`config.mk`:
```
export PLATFORM = sky130hd
export DESIGN_NAME = pc_sequencer
export DESIGN_NICKNAME = d
export VERILOG_FILES = /design/src/rtl/riscv_pkg.sv /design/src/rtl/pc_sequencer_branch_target.sv /design/src/rtl/pc_sequencer.sv
export SDC_FILE = /design/constraint.sdc
export NUM_CORES = 1
export LEC_CHECK = 0
export CORE_ASPECT_RATIO = 0.8
export CORE_MARGIN = 1.5
export CORE_UTILIZATION = 37
export CTS_BUF_LIST = sky130_fd_sc_hd__clkbuf_4
export DETAILED_ROUTE_END_ITERATION = 12
export PLACE_DENSITY_LB_ADDON = 0.08
export SKIP_LAST_GASP = 1
export SLEW_MARGIN = 20
export SYNTH_ARGS = -nofsm -noshare
export SYNTH_HDL_FRONTEND = slang
export SYNTH_SLANG_ARGS = --single-unit
```
`constraint.sdc`:
```
create_clock -name clk -period 4.65 [get_ports clk]
set_input_delay 0.465 -clock clk [delete_from_list [all_inputs] [get_ports clk]]
set_output_delay 0.465 -clock clk [all_outputs]
set_load 0.05 [all_outputs]
```
`src/rtl/riscv_pkg.sv`:
```
// Shared types and constants for the fetch-side PC sequencing logic.
package riscv_pkg;

  // Fetch sequencer states.
  typedef enum logic [1:0] {
    BOOT  = 2'd0,
    RUN   = 2'd1,
    FLUSH = 2'd2,
    TRAP  = 2'd3
  } pc_state_t;

  // Size of one instruction in bytes; sequential fetch steps by this amount.
  localparam int unsigned INSTR_BYTES = 4;

  // Conditional-branch funct3 encodings, shared with the comparator and decoder.
  localparam logic [2:0] BEQ  = 3'b000;
  localparam logic [2:0] BNE  = 3'b001;
  localparam logic [2:0] BLT  = 3'b100;
  localparam logic [2:0] BGE  = 3'b101;
  localparam logic [2:0] BLTU = 3'b110;
  localparam logic [2:0] BGEU = 3'b111;

  // Value loaded into the flush counter on a redirect: the counter reaches
  // zero on the last cycle that flush is asserted.
  function automatic logic [2:0] flush_load(input int unsigned cycles);
    return 3'(cycles - 1);
  endfunction

endpackage

```
`src/rtl/pc_sequencer_branch_target.sv`:
```
// Combinational redirect-target adder with misalignment detection.
module branch_target
  import riscv_pkg::*;
#(
  parameter int unsigned n = 32
) (
  input  logic         is_jalr,
  input  logic [n-1:0] pc,
  input  logic [n-1:0] imm,
  input  logic [n-1:0] rs1,
  output logic [n-1:0] target,
  output logic         misaligned
);

  logic [n-1:0] base;
  logic [n-1:0] sum;

  // JALR adds to rs1 and clears bit 0; branches and JAL are PC-relative.
  // A target with bit 1 set is not on an instruction boundary.
  always_comb begin
    base       = is_jalr ? rs1 : pc;
    sum        = base + imm;
    target     = is_jalr ? (sum & ~n'(1)) : sum;
    misaligned = target[1];
  end

endmodule

```
`src/rtl/pc_sequencer.sv`:
```
// Fetch program counter owner: sequential fetch, branch/jump redirect with
// a fixed-length IF/ID flush, and misaligned-target trapping.
module pc_sequencer
  import riscv_pkg::*;
#(
  parameter int unsigned  n            = 32,
  parameter logic [n-1:0] RESET_PC     = '0,
  parameter int unsigned  FLUSH_CYCLES = 2
) (
  input  logic         clk,
  input  logic         reset,
  input  logic         stall,
  input  logic         imem_ready,
  input  logic         ex_valid,
  input  logic         ex_is_branch,
  input  logic         ex_is_jal,
  input  logic         ex_is_jalr,
  input  logic         brnch,
  input  logic [n-1:0] ex_pc,
  input  logic [n-1:0] ex_imm,
  input  logic [n-1:0] ex_rs1,
  input  logic [n-1:0] trap_vec,
  input  logic         trap_ack,
  output logic [n-1:0] fetch_pc,
  output logic         fetch_req,
  output logic         flush,
  output logic         trap_valid,
  output logic [n-1:0] trap_addr,
  output logic [31:0]  taken_cnt
);

  localparam logic [n-1:0] STEP       = n'(INSTR_BYTES);
  localparam logic [2:0]   FLUSH_INIT = flush_load(FLUSH_CYCLES);
  // With a single flush cycle there is nothing to count, so skip FLUSH.
  localparam pc_state_t    POST_REDIR = (FLUSH_CYCLES == 1) ? RUN : FLUSH;

  pc_state_t    state_q, state_d;
  logic [n-1:0] fetch_pc_q, fetch_pc_d;
  logic         fetch_req_q, fetch_req_d;
  logic         flush_q, flush_d;
  logic         trap_valid_q, trap_valid_d;
  logic [n-1:0] trap_addr_q, trap_addr_d;
  logic [31:0]  taken_cnt_q, taken_cnt_d;
  logic [2:0]   flush_cnt_q, flush_cnt_d;

  logic [n-1:0] target;
  logic         misaligned;
  logic         taken;
  logic         advance;

  branch_target #(
    .n (n)
  ) u_target (
    .is_jalr    (ex_is_jalr),
    .pc         (ex_pc),
    .imm        (ex_imm),
    .rs1        (ex_rs1),
    .target     (target),
    .misaligned (misaligned)
  );

  // Redirect qualification and sequential-advance enable.
  always_comb begin
    taken   = ex_valid & ~stall & ~flush_q &
              ((ex_is_branch & brnch) | ex_is_jal | ex_is_jalr);
    advance = imem_ready & ~stall;
  end

  // Next-state and next-output computation for the fetch sequencer.
  always_comb begin
    state_d      = state_q;
    fetch_pc_d   = fetch_pc_q;
    fetch_req_d  = fetch_req_q;
    flush_d      = flush_q;
    trap_valid_d = trap_valid_q;
    trap_addr_d  = trap_addr_q;
    taken_cnt_d  = taken_cnt_q;
    flush_cnt_d  = flush_cnt_q;

    case (state_q)
      BOOT: begin
        fetch_req_d = 1'b1;
        state_d     = RUN;
      end

      RUN: begin
        flush_d = 1'b0;
        if (taken) begin
          if (misaligned) begin
            fetch_req_d  = 1'b0;
            trap_valid_d = 1'b1;
            trap_addr_d  = target;
            state_d      = TRAP;
          end else begin
            fetch_pc_d  = target;
            flush_d     = 1'b1;
            taken_cnt_d = taken_cnt_q + 32'd1;
            flush_cnt_d = FLUSH_INIT;
            state_d     = POST_REDIR;
          end
        end else if (fetch_req_q && advance) begin
          fetch_pc_d = fetch_pc_q + STEP;
        end
      end

      FLUSH: begin
        fetch_req_d = 1'b1;
        if (advance) begin
          fetch_pc_d = fetch_pc_q + STEP;
        end
        if (flush_cnt_q == 3'd0) begin
          flush_d = 1'b0;
          state_d = RUN;
        end else begin
          flush_cnt_d = flush_cnt_q - 3'd1;
        end
      end

      TRAP: begin
        fetch_req_d = 1'b0;
        if (trap_ack) begin
          fetch_pc_d   = trap_vec & ~n'(3);
          trap_valid_d = 1'b0;
          fetch_req_d  = 1'b1;
          flush_d      = 1'b1;
          flush_cnt_d  = FLUSH_INIT;
          state_d      = POST_REDIR;
        end
      end

      default: begin
        state_d = BOOT;
      end
    endcase
  end

  // State and output registers; reset overrides every other update.
  always_ff @(posedge clk) begin
    if (reset) begin
      state_q      <= BOOT;
      fetch_pc_q   <= RESET_PC;
      fetch_req_q  <= 1'b0;
      flush_q      <= 1'b0;
      trap_valid_q <= 1'b0;
      trap_addr_q  <= '0;
      taken_cnt_q  <= '0;
      flush_cnt_q  <= '0;
    end else begin
      state_q      <= state_d;
      fetch_pc_q   <= fetch_pc_d;
      fetch_req_q  <= fetch_req_d;
      flush_q      <= flush_d;
      trap_valid_q <= trap_valid_d;
      trap_addr_q  <= trap_addr_d;
      taken_cnt_q  <= taken_cnt_d;
      flush_cnt_q  <= flush_cnt_d;
    end
  end

  assign fetch_pc   = fetch_pc_q;
  assign fetch_req  = fetch_req_q;
  assign flush      = flush_q;
  assign trap_valid = trap_valid_q;
  assign trap_addr  = trap_addr_q;
  assign taken_cnt  = taken_cnt_q;

endmodule

```
======== After elaboration in Yosys (flattened, before gate mapping) ========
Cells that the tools add are included.
word-level totals
  flip-flop bits (word level) ............. 104
  input port bits ......................... 138
  output and inout port bits .............. 99
  word-level logic and storage cells ...... 79
operators by class
  add/subtract/negate cells ............... 4
  eq/ne operators ......................... 12
  reduce and logical (&&, ||, !) cells .... 14
  bitwise operators ....................... 10
  multiplexer cells ....................... 31
operator list
  kind                     number
  $mux W32                 6
  $pmux W32 S3             1
  $add A32 B1 Y32 const B  1
  $add A32 B3 Y32 const B  1
  $add A32 B32 Y32         1
  $ne A2 B2 Y1 const B     7
  $mux W1                  12
  $mux W3                  4
  $reduce_and A3 Y1        4
  $reduce_and A5 Y1        2
  $pmux W3 S3              1
  $pmux W2 S4              1
  $mux W2                  3
  $ne A3 B3 Y1 const B     2
  $pmux W1 S3              2
  $and A1 B1 Y1            5
  $eq A2 B2 Y1 const B     2
  $reduce_and A4 Y1        1
  $logic_not A3 Y1         1
  $not A1 Y1               3
  $reduce_bool A3 Y1       1
  $sub A3 B1 Y3 const B    1
  $eq A2 B1 Y1 const B     1
  $logic_not A2 Y1         1
  other kinds (6)          7

======== Logic depth before layout (Yosys ltp) ========
Gate-level depths: netlist (run 1).
  depth in word-level cells ............... 6
  depth in mapped cells ................... 13
  mapped depth without buffers ............ 11

======== Cells and area by module ========
A second synthesis (run 1) with hierarchy kept.
second synthesis, totals
  cells, all modules ...................... 884
  area, all modules ....................... 7,255.7 um^2
by module, submodules not included
  module         cells an instance  area each (um^2)  instances
  pc_sequencer   617                5,146.2           1
  branch_target  267                2,109.5           1

======== Worst setup path before layout (run 1) ========
Ideal clock, no wire load.
  kind .................................... input to register
  from .................................... input port ex_is_jalr
  to ...................................... register fetch_pc_q[30], in the netlist fetch_pc[30]
  library setup time ...................... 0.127 ns
  setup slack ............................. 1.195 ns
  cell stages on the path ................. 12
  arrival ................................. 3.328 ns
  required time ........................... 4.523 ns
  cells stage by stage .................... buf_4 clkbuf_1 mux2_2 fa_1 a21oi_1 nor2_1 o41ai_2 a211o_1 a211o_1 a21oi_2 nor4b_1 or3_1
on the way
  word-level cells in the longest chain between the ends .. 5
  elaborated cells between the ends (all ways) .. 10
RTL lines
  what                  line                              source
  from (decl)           pc_sequencer.sv:17                input logic ex_is_jalr,
  $mux W32              pc_sequencer_branch_target.sv:21  base = is_jalr ? rs1 : pc;
  $add A32 B32 Y32      pc_sequencer_branch_target.sv:22  sum = base + imm;
  $mux W32              pc_sequencer.sv:89                if (misaligned) begin
  $mux W32              pc_sequencer.sv:88                if (taken) begin
  $pmux W32 S3          pc_sequencer.sv:80                case (state_q)
  to (signal assigned)  pc_sequencer.sv:150               fetch_pc_q <= fetch_pc_d;
  to (decl)             pc_sequencer.sv:38                logic [n-1:0] fetch_pc_q, fetch_pc_d;
Several ways; a longest one is shown, not always the timed one. The select of a mux whose other input is x is not followed.
A chain may end at the register's enable or synchronous reset.

======== Final worst setup path (run 1) ========
  from .................................... input port ex_is_jalr
  to ...................................... register fetch_pc_q[28], in the netlist fetch_pc[28]
Same word-level chain as after synthesis.

==> results.sh, run 1 <==
export IMPL_portBuffers=233
export IMPL_mostFrequentLayoutCells="clkdlybuf4s50_1, dfxtp_1, nand2_1"
export IMPL_routed_top_layer="met5"
export IMPL_timing_final_max_slew_violations=0
export IMPL_report_final_setup_viol=0
export IMPL_min_from="reset"
export IMPL_period_share=0.7382
export IMPL_synth_cells=933
export IMPL_cts_tree="built"
export IMPL_ys_flop_type="dfxtp_1"
export IMPL_netlist_area_sq_um=7186
export IMPL_r2r_end="taken_cnt[31]$_SDFFE_PP0P_"
export IMPL_h_tree_depth=3
export IMPL_cellPowerDensity_nw_per_um2=244.4
export IMPL_routed_wl_mm=24.70
export IMPL_grt_pass1_wl_mm=39.01
export IMPL_cts_root_buf="clkbuf_4"
export IMPL_ys_types=71
export IMPL_max_freq_mhz=291.3
export IMPL_min_delay_worst_endpoint="taken_cnt[7]$_SDFFE_PP0P_"
export IMPL_grt_pass1_vias=7005
export IMPL_cp_start_kind="input port"
export IMPL_grt_setup_unrepaired="false"
export IMPL_cp_common_cell="a21oi_1"
export IMPL_fin_tns_setup_ps=0
export IMPL_overflow=0
export IMPL_critPathCaptureType="flop"
export IMPL_crit_required_ps=5050
export IMPL_firstDrtPassIters=5
export IMPL_fp_coreArea_sq_um=18970
export IMPL_synth_top_area_share=0.2870
export IMPL_p_clk_frac=0.249
export IMPL_clockBufferDepth=2
export IMPL_fin_worst_skew_ps=5.041
export IMPL_ir_worst_vdd_mv=0.1180
export IMPL_numCtsBuffers=9
export IMPL_hold_depth=2
export IMPL_wl_met2_mm=10.08
export IMPL_yosysSeqAreaShare=0.2870
export IMPL_ys_warnings_count=0
export IMPL_post_cts_resize_count=0
export IMPL_ant_nets=0
export IMPL_rows=45
export IMPL_crit_fanout=19
export IMPL_routed_via_density=5.472
export IMPL_p_sw_uw=866.7
export IMPL_max_stage_delay_ps=470
export IMPL_regToRegStartpoint="flush$_SDFFE_PP0P_"
export IMPL_path_cells="buf_2 -> buf_4 -> mux2_2 -> ha_1 -> a21oi_1 -> o21ai_1 -> a21o_1 -> a211o_1 -> a41oi_1 -> mux2i_1 -> o2111a_1 -> a21oi_1"
export IMPL_dp_hpwl_mm=18.94
export IMPL_relSlewSlack=0.5539
export IMPL_wl_per_cell_um=17.54
export IMPL_cp_slowest_cell="a41oi_1"
export IMPL_reg2reg_depth=7
export IMPL_synth_edf_count=0
export IMPL_route_detailed_drc=0
export IMPL_maxCapViolCount=0
export IMPL_seqPwrFrac=0.394
export IMPL_wl_met3_mm=1.923
export IMPL_layout_cells_non_filler=1408
export IMPL_synth_area_top_cells="dfxtp_1, a21oi_1, ha_1"
export IMPL_area_delta_synth_final_pct=38.38
export IMPL_p_leak_uw=0.003563
export IMPL_synth_area_leader_cell="dfxtp_1"
export IMPL_cts_sinks=103
export IMPL_ys_ff_latch=103
export IMPL_chipWidth_um=158.8
export IMPL_synth_async_reset_ratio=0
export IMPL_num_vias=7705
export IMPL_fp_dieH_um=127.6
export IMPL_drt_iter0_drc=510
export IMPL_dp_cells=1390
export IMPL_grt_max_degree=58
export IMPL_layout_nets=1317
export IMPL_p_sw_frac=0.3567
export IMPL_syn_avg_cell_area_sq_um=7.702
export IMPL_die_area_sq_um=20270
export IMPL_routabilityCongestion=0.9151
export IMPL_min_period_ps=3433
export IMPL_worst_slew_pin_slew_ps=669.1
export IMPL_comb_power_share=0.357
export IMPL_status="completed"
export IMPL_reg2reg_setup_slack_ps=1980
export IMPL_clkSlewWorstSetupHoldPaths_ps=160
export IMPL_met1_length_mm=12.43
export IMPL_drive_above_1_share=0.07230
export IMPL_path_class="in -> reg"
export IMPL_internal_power_uw=1563
export IMPL_initial_core_util=0.3787
export IMPL_hold_buffers=0
export IMPL_ios=237
export IMPL_hp_class="in -> reg"
export IMPL_finalHoldViolations=0
export IMPL_synthesis_nets=1107
export IMPL_layout_commonest_cell="clkdlybuf4s50_1"
export IMPL_grt_use_total=0.2432
export IMPL_clock_insertion_delay_worst_skew_ps=480
export IMPL_antenna_found_initial=3
export IMPL_cts_setup_buffers=0
export IMPL_critical_path_arrival_ps=3830
[critical path, delay by kind of cell]
family / cells / cell delay (ps)
mux: 2 / 620
buf+inv: 2 / 630
fa+ha+maj: 1 / 380
compound gates: 7 / 1720
[sequential cells by signal, indices dropped and copies added, names as in the netlist]
name and cells:
trap_addr 32, trap_valid 1, fetch_pc 31, state_q 2
flush 1, taken_cnt 32, fetch_req 1, flush_cnt_q 3
[logic make-up after synthesis]
| logic type | synth area share |
|---|---|
| flip-flops | 0.2870 |
| XOR/XNOR | 0.07435 |
| other | 0.0005219 |
| AND/OR/NAND/NOR | 0.2455 |
| buffers and inverters | 0.04109 |
| AO/OA/AOI/OAI | 0.2337 |
| multiplexers | 0.05415 |
| adder cells (fa/ha/maj) | 0.06373 |
[area by class of cell]
type	count	area, sq um
Fill cell	1898	9031
Timing Repair Buffer	251	2457
Multi-Input combinational cell	757	4828
Clock buffer	11	82.58
Clock inverter	5	106.4
Sequential cell	103	2062
Antenna cell	2	5.005
Inverter	21	78.83
Tap cell	258	322.8
[power by group through the flow]
stage	registers, uW	clock network, uW	logic (uW)
after global routing	963	652	940
after floorplan	1070	0	434
after detailed placement	974	0	861
after global placement	974	0	859
final	956	606	868
after CTS	955	618	865
[stage by stage]
step | power, uW | hold WS (ps) | cell area (sq um) | utilization | setup slack, ps
global route | 2555 | 406.7 | 9941 | 0.5239 | 1018
CTS | 2438 | 398.2 | 9938 | 0.5238 | 1251
finish | 2430 | 434.6 | 9943 | 0.5240 | 1217
floorplan | 1500 | 454.4 | 7186 | - | 1195
global placement | 1832 | 441.0 | 9749 | 0.5138 | 729.2
detailed placement | 1835 | 446.3 | 9749 | 0.5138 | 721.5
[worst max-delay path by stage]
stage | slack, ps | endpoint | from | depth (start not counted)
6_report | 1220 | fetch_pc[28]$_SDFFE_PP0P_ | ex_is_jalr | 12
5_1_grt | 1020 | trap_addr[24]$_SDFFE_PP0P_ | ex_is_jalr | 11
4_1_cts | 1250 | fetch_pc[28]$_SDFFE_PP0P_ | ex_is_jalr | 12
3_5_place_dp | 720 | fetch_pc[28]$_SDFFE_PP0P_ | ex_is_jalr | 12
3_3_place_gp | 730 | fetch_pc[28]$_SDFFE_PP0P_ | ex_is_jalr | 12
2_1_floorplan | 1200 | fetch_pc[30]$_SDFFE_PP0P_ | ex_is_jalr | 12
[layer usage]
metal | track usage | vias up
li1 | - | 3839
met1 | 0.3653 | 3584
met2 | 0.3437 | 259
met3 | 0.06526 | 21
met4 | 0.04594 | 2
met5 | 0 | -
[synth_stat cells (all sizes together) (3+ instances only)]
library cell	instances
or2	4
mux2i	4
a22oi	5
and4	12
and3	14
xnor2	34
mux2	31
nor2b	5
ha	35
o21bai	6
a21o	9
a31oi	12
nand3	48
o21a	6
a211o	6
nor4	3
or3	19
xor2	27
o211ai	7
a21oi	101
a221oi	21
nand2	101
nor2	88
buf	10
nand4	20
and2	7
dfxtp	103
a211oi	12
clkbuf	42
nor3	19
o21ai	62
inv	21
Note: power is estimated with default switching activity, not from simulation.
==> inputs of run 2 (changes only) <==
==> constraint.sdc (replaced) <==
create_clock -name clk -period 3.3 [get_ports clk]
set_input_delay 0.33 -clock clk [delete_from_list [all_inputs] [get_ports clk]]
set_output_delay 0.33 -clock clk [all_outputs]
set_load 0.05 [all_outputs]
==> results.sh, run 2 (synthesis gave the netlist of run 1 again) <==
export IMPL_status="completed"
export IMPL_dp_hpwl_mm=19.85
export IMPL_p_total_uw=3496
export IMPL_cp_start_kind="input port"
export IMPL_grt_max_degree=80
export IMPL_worst_slew_pin_slew_ps=633.6
export IMPL_h_tree_depth=3
export IMPL_max_stage_delay_ps=430
export IMPL_crit_start="ex_is_jalr"
export IMPL_area_delta_synth_final_pct=47.97
export IMPL_path_buf_inv=4
export IMPL_clock_insertion_delay_worst_skew_ps=480
export IMPL_cts_root_buf="clkbuf_4"
export IMPL_ir_worst_vdd_mv=0.2324
export IMPL_hp_class="in -> reg"
export IMPL_r2r_end="fetch_pc[30]$_SDFFE_PP0P_"
export IMPL_reg2reg_setup_slack_ps=780
export IMPL_wl_per_cell_um=16.79
export IMPL_fin_tns_setup_ps=0
export IMPL_grt_pass1_wl_mm=40.08
export IMPL_routed_wl_mm=25.14
export IMPL_drive_above_1_share=0.1389
export IMPL_chipWidth_um=158.8
export IMPL_fin_worst_skew_ps=18.14
export IMPL_layout_nets=1407
export IMPL_critPathCaptureType="flop"
export IMPL_cts_sinks=103
export IMPL_die_area_sq_um=20270
export IMPL_clockBufferDepth=2
export IMPL_crit_path_end="fetch_pc[29]$_SDFFE_PP0P_"
export IMPL_clkSlewWorstSetupHoldPaths_ps=170
export IMPL_overflow=0
export IMPL_crit_cells=14
export IMPL_placed_area_sq_um=10480
export IMPL_fp_coreArea_sq_um=18970
export IMPL_min_period_ps=3056
export IMPL_maxCapViolCount=0
export IMPL_reg2reg_depth=8
export IMPL_portBuffers=233
export IMPL_routabilityCongestion=0.9566
export IMPL_ios=237
export IMPL_path_cells="buf_2 -> buf_12 -> mux2_2 -> ha_1 -> a211oi_1 -> o21ai_0 -> a211oi_1 -> buf_4 -> o21bai_1 -> o2111ai_1 -> buf_4 -> or4b_1 -> o211ai_1 -> a21oi_1"
export IMPL_fp_dieH_um=127.6
export IMPL_hold_buffers=0
export IMPL_route_detailed_drc=0
export IMPL_cts_setup_buffers=0
export IMPL_max_freq_mhz=327.2
export IMPL_critPathTopFamily="compound AO/OA/AOI/OAI gates"
export IMPL_cts_tree="built"
export IMPL_post_cts_resize_count=0
export IMPL_firstDrtPassIters=5
export IMPL_layout_commonest_cell="clkdlybuf4s50_1"
export IMPL_ant_nets=0
export IMPL_stdcell_area_sq_um=10630
export IMPL_initial_core_util=0.3787
export IMPL_timing_final_max_slew_violations=0
export IMPL_grt_pass1_vias=7568
export IMPL_post_route_util=0.5604
export IMPL_fill_cells=1872
export IMPL_crit_required_ps=3700
export IMPL_grt_use_total=0.2496
export IMPL_mostFrequentLayoutCells="clkdlybuf4s50_1, buf_4, dfxtp_1"
export IMPL_report_final_setup_viol=0
export IMPL_cellPowerDensity_nw_per_um2=328.8
export IMPL_p_leak_uw=0.004005
export IMPL_rows=45
export IMPL_drt_iter0_drc=652
export IMPL_grt_setup_unrepaired="false"
export IMPL_finalHoldViolations=0
export IMPL_numCtsBuffers=9
export IMPL_period_share=0.9261
export IMPL_relSlewSlack=0.5745
export IMPL_cp_slowest_cell="or4b_1"
export IMPL_path_class="in -> reg"
export IMPL_critical_path_arrival_ps=3450
export IMPL_regToRegStartpoint="fetch_pc[8]$_SDFFE_PP0P_"
export IMPL_crit_fanout=10
export IMPL_antenna_found_initial=0
export IMPL_num_vias=8084
export IMPL_routed_via_density=5.400
-- run 2: changes by cell type in the layout (fill, tap and decap cells not counted) --
cell and change:
diode_2 -1, clkinv_2 +3, clkinvlp_4 -1, clkbuf_4 -2, clkinv_1 +1, bufinv_16 -1, buf_12 +4, buf_4 +86
-- run 2: final cells by class --
| class | instances | area [sq um] | share of cell area |
|---|---|---|---|
| inverters | 21 | 78.83 | 0.007414 |
| repair buffers | 341 | 3183 | 0.2994 |
| multi-input cells | 757 | 4828 | 0.4541 |
| well taps | 258 | 322.8 | 0.03036 |
| clock inverters | 7 | 87.58 | 0.008237 |
| clock buffers | 9 | 67.56 | 0.006354 |
| diodes | 1 | 2.502 | 0.0002353 |
| flip-flops and latches | 103 | 2062 | 0.1939 |
-- run 2: worst min path at each step --
stage                                     from  slack, ps  cells after the start                          end
floorplan                             trap_ack        430                      1      trap_valid$_SDFFE_PP0P_
global route                             reset        330                      3  flush_cnt_q[1]$_SDFFE_PP0P_
finish                                   reset        350                      3    taken_cnt[7]$_SDFFE_PP0P_
detailed placement  trap_addr[21]$_SDFFE_PP0P_        450                      2   trap_addr[21]$_SDFFE_PP0P_
CTS                                      reset        330                      3   taken_cnt[26]$_SDFFE_PP0P_
global placement    trap_addr[21]$_SDFFE_PP0P_        440                      2   trap_addr[21]$_SDFFE_PP0P_
-- run 2: metal layers --
layer  wire length [um]  vias up  GRT usage
met4                413        0    0.05882
met2              10190      325     0.3617
met3               2371       22    0.05714
met5                  0        -          0
met1              12160     3718     0.3698
li1                   -     4019          -
-- run 2: power breakdown --
part           total (uW)  switching (uW)  internal (uW)
clock                 744             441            303
combinational        1400             746            657
sequential           1350            57.5           1290
-- run 2: worst min-delay path, cell delays in order --
cell	delay, ps
buf_2	120
buf_12	210
nor2_1	130
-- run 2: per-stage QoR --
step                      hold slack (ps)  setup slack (ps)  std cells
after detailed placement            446.0            -274.6       1480
after global routing                327.9             10.53       1496
after global placement              440.4            -257.4       1480
after CTS                           326.5             271.6       1496
after floorplan                     426.4             75.72        933
final                               350.8             243.8       1497
==> inputs of run 3 (changes only) <==
--- a/config.mk
+++ b/config.mk
@@ -6,13 +6,14 @@
 export NUM_CORES = 1
 export LEC_CHECK = 0
 export CORE_ASPECT_RATIO = 0.8
-export CORE_MARGIN = 1.5
+export CORE_MARGIN = 5
 export CORE_UTILIZATION = 37
 export CTS_BUF_LIST = sky130_fd_sc_hd__clkbuf_4
 export DETAILED_ROUTE_END_ITERATION = 12
 export PLACE_DENSITY_LB_ADDON = 0.08
 export SKIP_LAST_GASP = 1
-export SLEW_MARGIN = 20
+export SLEW_MARGIN = 40
 export SYNTH_ARGS = -nofsm -noshare
 export SYNTH_HDL_FRONTEND = slang
 export SYNTH_SLANG_ARGS = --single-unit
+export TNS_END_PERCENT = 10
==> results.sh, run 3 (synthesis gave the netlist of run 1 again) <==
export IMPL_placed_area_sq_um=10540
export IMPL_fp_dieH_um=134.6
export IMPL_routed_wl_mm=26.05
export IMPL_overflow=0
export IMPL_max_freq_mhz=319.5
export IMPL_post_cts_resize_count=0
export IMPL_dp_hpwl_mm=20.63
export IMPL_firstDrtPassIters=5
export IMPL_antenna_found_initial=1
export IMPL_cp_start_kind="input port"
export IMPL_routed_via_density=5.317
export IMPL_layout_commonest_cell="clkdlybuf4s50_1"
export IMPL_initial_core_util=0.3776
export IMPL_area_delta_synth_final_pct=48.37
export IMPL_h_tree_depth=3
export IMPL_p_leak_uw=0.004010
export IMPL_crit_required_ps=3700
export IMPL_mostFrequentLayoutCells="clkdlybuf4s50_1, buf_4, dfxtp_1"
export IMPL_period_share=0.9484
export IMPL_min_from="reset"
export IMPL_cts_tree="built"
export IMPL_status="completed"
export IMPL_critPathCaptureType="flop"
export IMPL_cts_sinks=103
export IMPL_cts_setup_buffers=0
export IMPL_hold_ws_ps=444.7
export IMPL_grt_use_total=0.2247
export IMPL_die_area_sq_um=22320
export IMPL_worst_slew_pin_slew_ps=675.7
export IMPL_portBuffers=233
export IMPL_seq_area_sq_um=2062
export IMPL_rows=45
export IMPL_min_period_ps=3130
export IMPL_fill_cells=1861
export IMPL_grt_max_degree=80
export IMPL_grt_pass1_vias=7540
export IMPL_hold_buffers=0
export IMPL_grt_use_met1=0.3411
export IMPL_timing_final_max_slew_violations=0
export IMPL_place_ws_ps=-297.9
export IMPL_multi_input_area_sq_um=4828
export IMPL_cellPowerDensity_nw_per_um2=319.0
export IMPL_regToRegStartpoint="fetch_pc[8]$_SDFFE_PP0P_"
export IMPL_relSlewSlack=0.5490
export IMPL_clock_insertion_delay_worst_skew_ps=490
export IMPL_ant_nets=0
export IMPL_routabilityCongestion=0.9259
export IMPL_crit_start="ex_rs1[1]"
export IMPL_grt_use_met2=0.3275
export IMPL_fin_ws_ps=170.3
export IMPL_hp_class="in -> reg"
export IMPL_num_vias=7986
export IMPL_report_final_setup_viol=0
export IMPL_grt_setup_unrepaired="false"
export IMPL_crit_fanout=3
export IMPL_top_usage_layer="met1"
export IMPL_p_total_uw=3401
export IMPL_fin_worst_skew_ps=20.63
export IMPL_finalHoldViolations=0
export IMPL_maxCapViolCount=0
export IMPL_drt_iter0_drc=595
export IMPL_ios=237
export IMPL_stdcell_area_sq_um=10660
export IMPL_grt_pass1_wl_mm=40.82
export IMPL_layout_nets=1412
export IMPL_drive_above_1_share=0.1424
export IMPL_layout_cells_non_filler=1502
export IMPL_ir_worst_vdd_mv=0.1842
export IMPL_dp_cells=1485
export IMPL_clkSlewWorstSetupHoldPaths_ps=170
export IMPL_path_class="in -> reg"
export IMPL_route_detailed_drc=0
export IMPL_chipWidth_um=165.8
export IMPL_fp_coreArea_sq_um=19030
export IMPL_cts_root_buf="clkbuf_4"
export IMPL_clockBufferDepth=2
export IMPL_numCtsBuffers=9
export IMPL_critical_path_arrival_ps=3530
export IMPL_met3_usage=0.04536
export IMPL_wl_per_cell_um=17.34
[run 3: cell count changes in the layout (fill, tap and decap cells not counted)]
| cell | previous run | this run |
|---|---|---|
| clkinv_2 | 3 | 0 |
| buf_4 | 104 | 106 |
| clkinvlp_4 | 0 | 3 |
| clkbuf_4 | 9 | 11 |
| buf_6 | 0 | 1 |
| bufinv_16 | 2 | 0 |
| buf_12 | 4 | 6 |
[run 3: final cells by class]
type / instances / share of cell area
antenna: 1 / 0.0002347
clock buffer: 11 / 0.007746
clock inverter: 5 / 0.003286
inverter: 21 / 0.007393
multi-input combinational: 757 / 0.4529
sequential: 103 / 0.1934
tap: 258 / 0.03028
timing repair buffer: 346 / 0.3048
[run 3: worst paths after layout]
path,cells past startpoint,slack (ps),to
max,12,170,fetch_pc[31]$_SDFFE_PP0P_
min,3,440,taken_cnt[7]$_SDFFE_PP0P_
max reg2reg,8,800,fetch_pc[22]$_SDFFE_PP0P_
min reg2reg,2,470,trap_addr[21]$_SDFFE_PP0P_
[run 3: layer usage]
metal	wire length, um	part of all wire
met3	1705	0.065
met1	13260	0.51
met2	10710	0.41
met5	0	0
met4	370	0.014
[run 3: power breakdown]
part | internal (uW) | leakage (uW) | total (uW) | switching [uW]
Combinational | 671 | 0.00312 | 1420 | 752
Clock | 171 | 0.0000567 | 630 | 459
Sequential | 1290 | 0.000834 | 1350 | 56.2
Total | 2130 | 0.00401 | 3400 | 1270
[run 3: metrics by stage]
stage / util / TNS [ps]
floorplan: - / 0
global placement: 0.5537 / -2589
detailed placement: 0.5539 / -3196
CTS: 0.5601 / 0
global route: 0.5602 / 0
finish: 0.5602 / 0
[run 3: worst max-delay path, stage by stage]
cell and delay [ps]:
clkdlybuf4s50_1 390, mux2_2 290, ha_1 300, a211oi_1 270
o211ai_1 160, a211oi_1 390, buf_4 190, and4bb_1 240
or3_1 450, and4_1 220, o21ai_0 210, a21oi_1 100
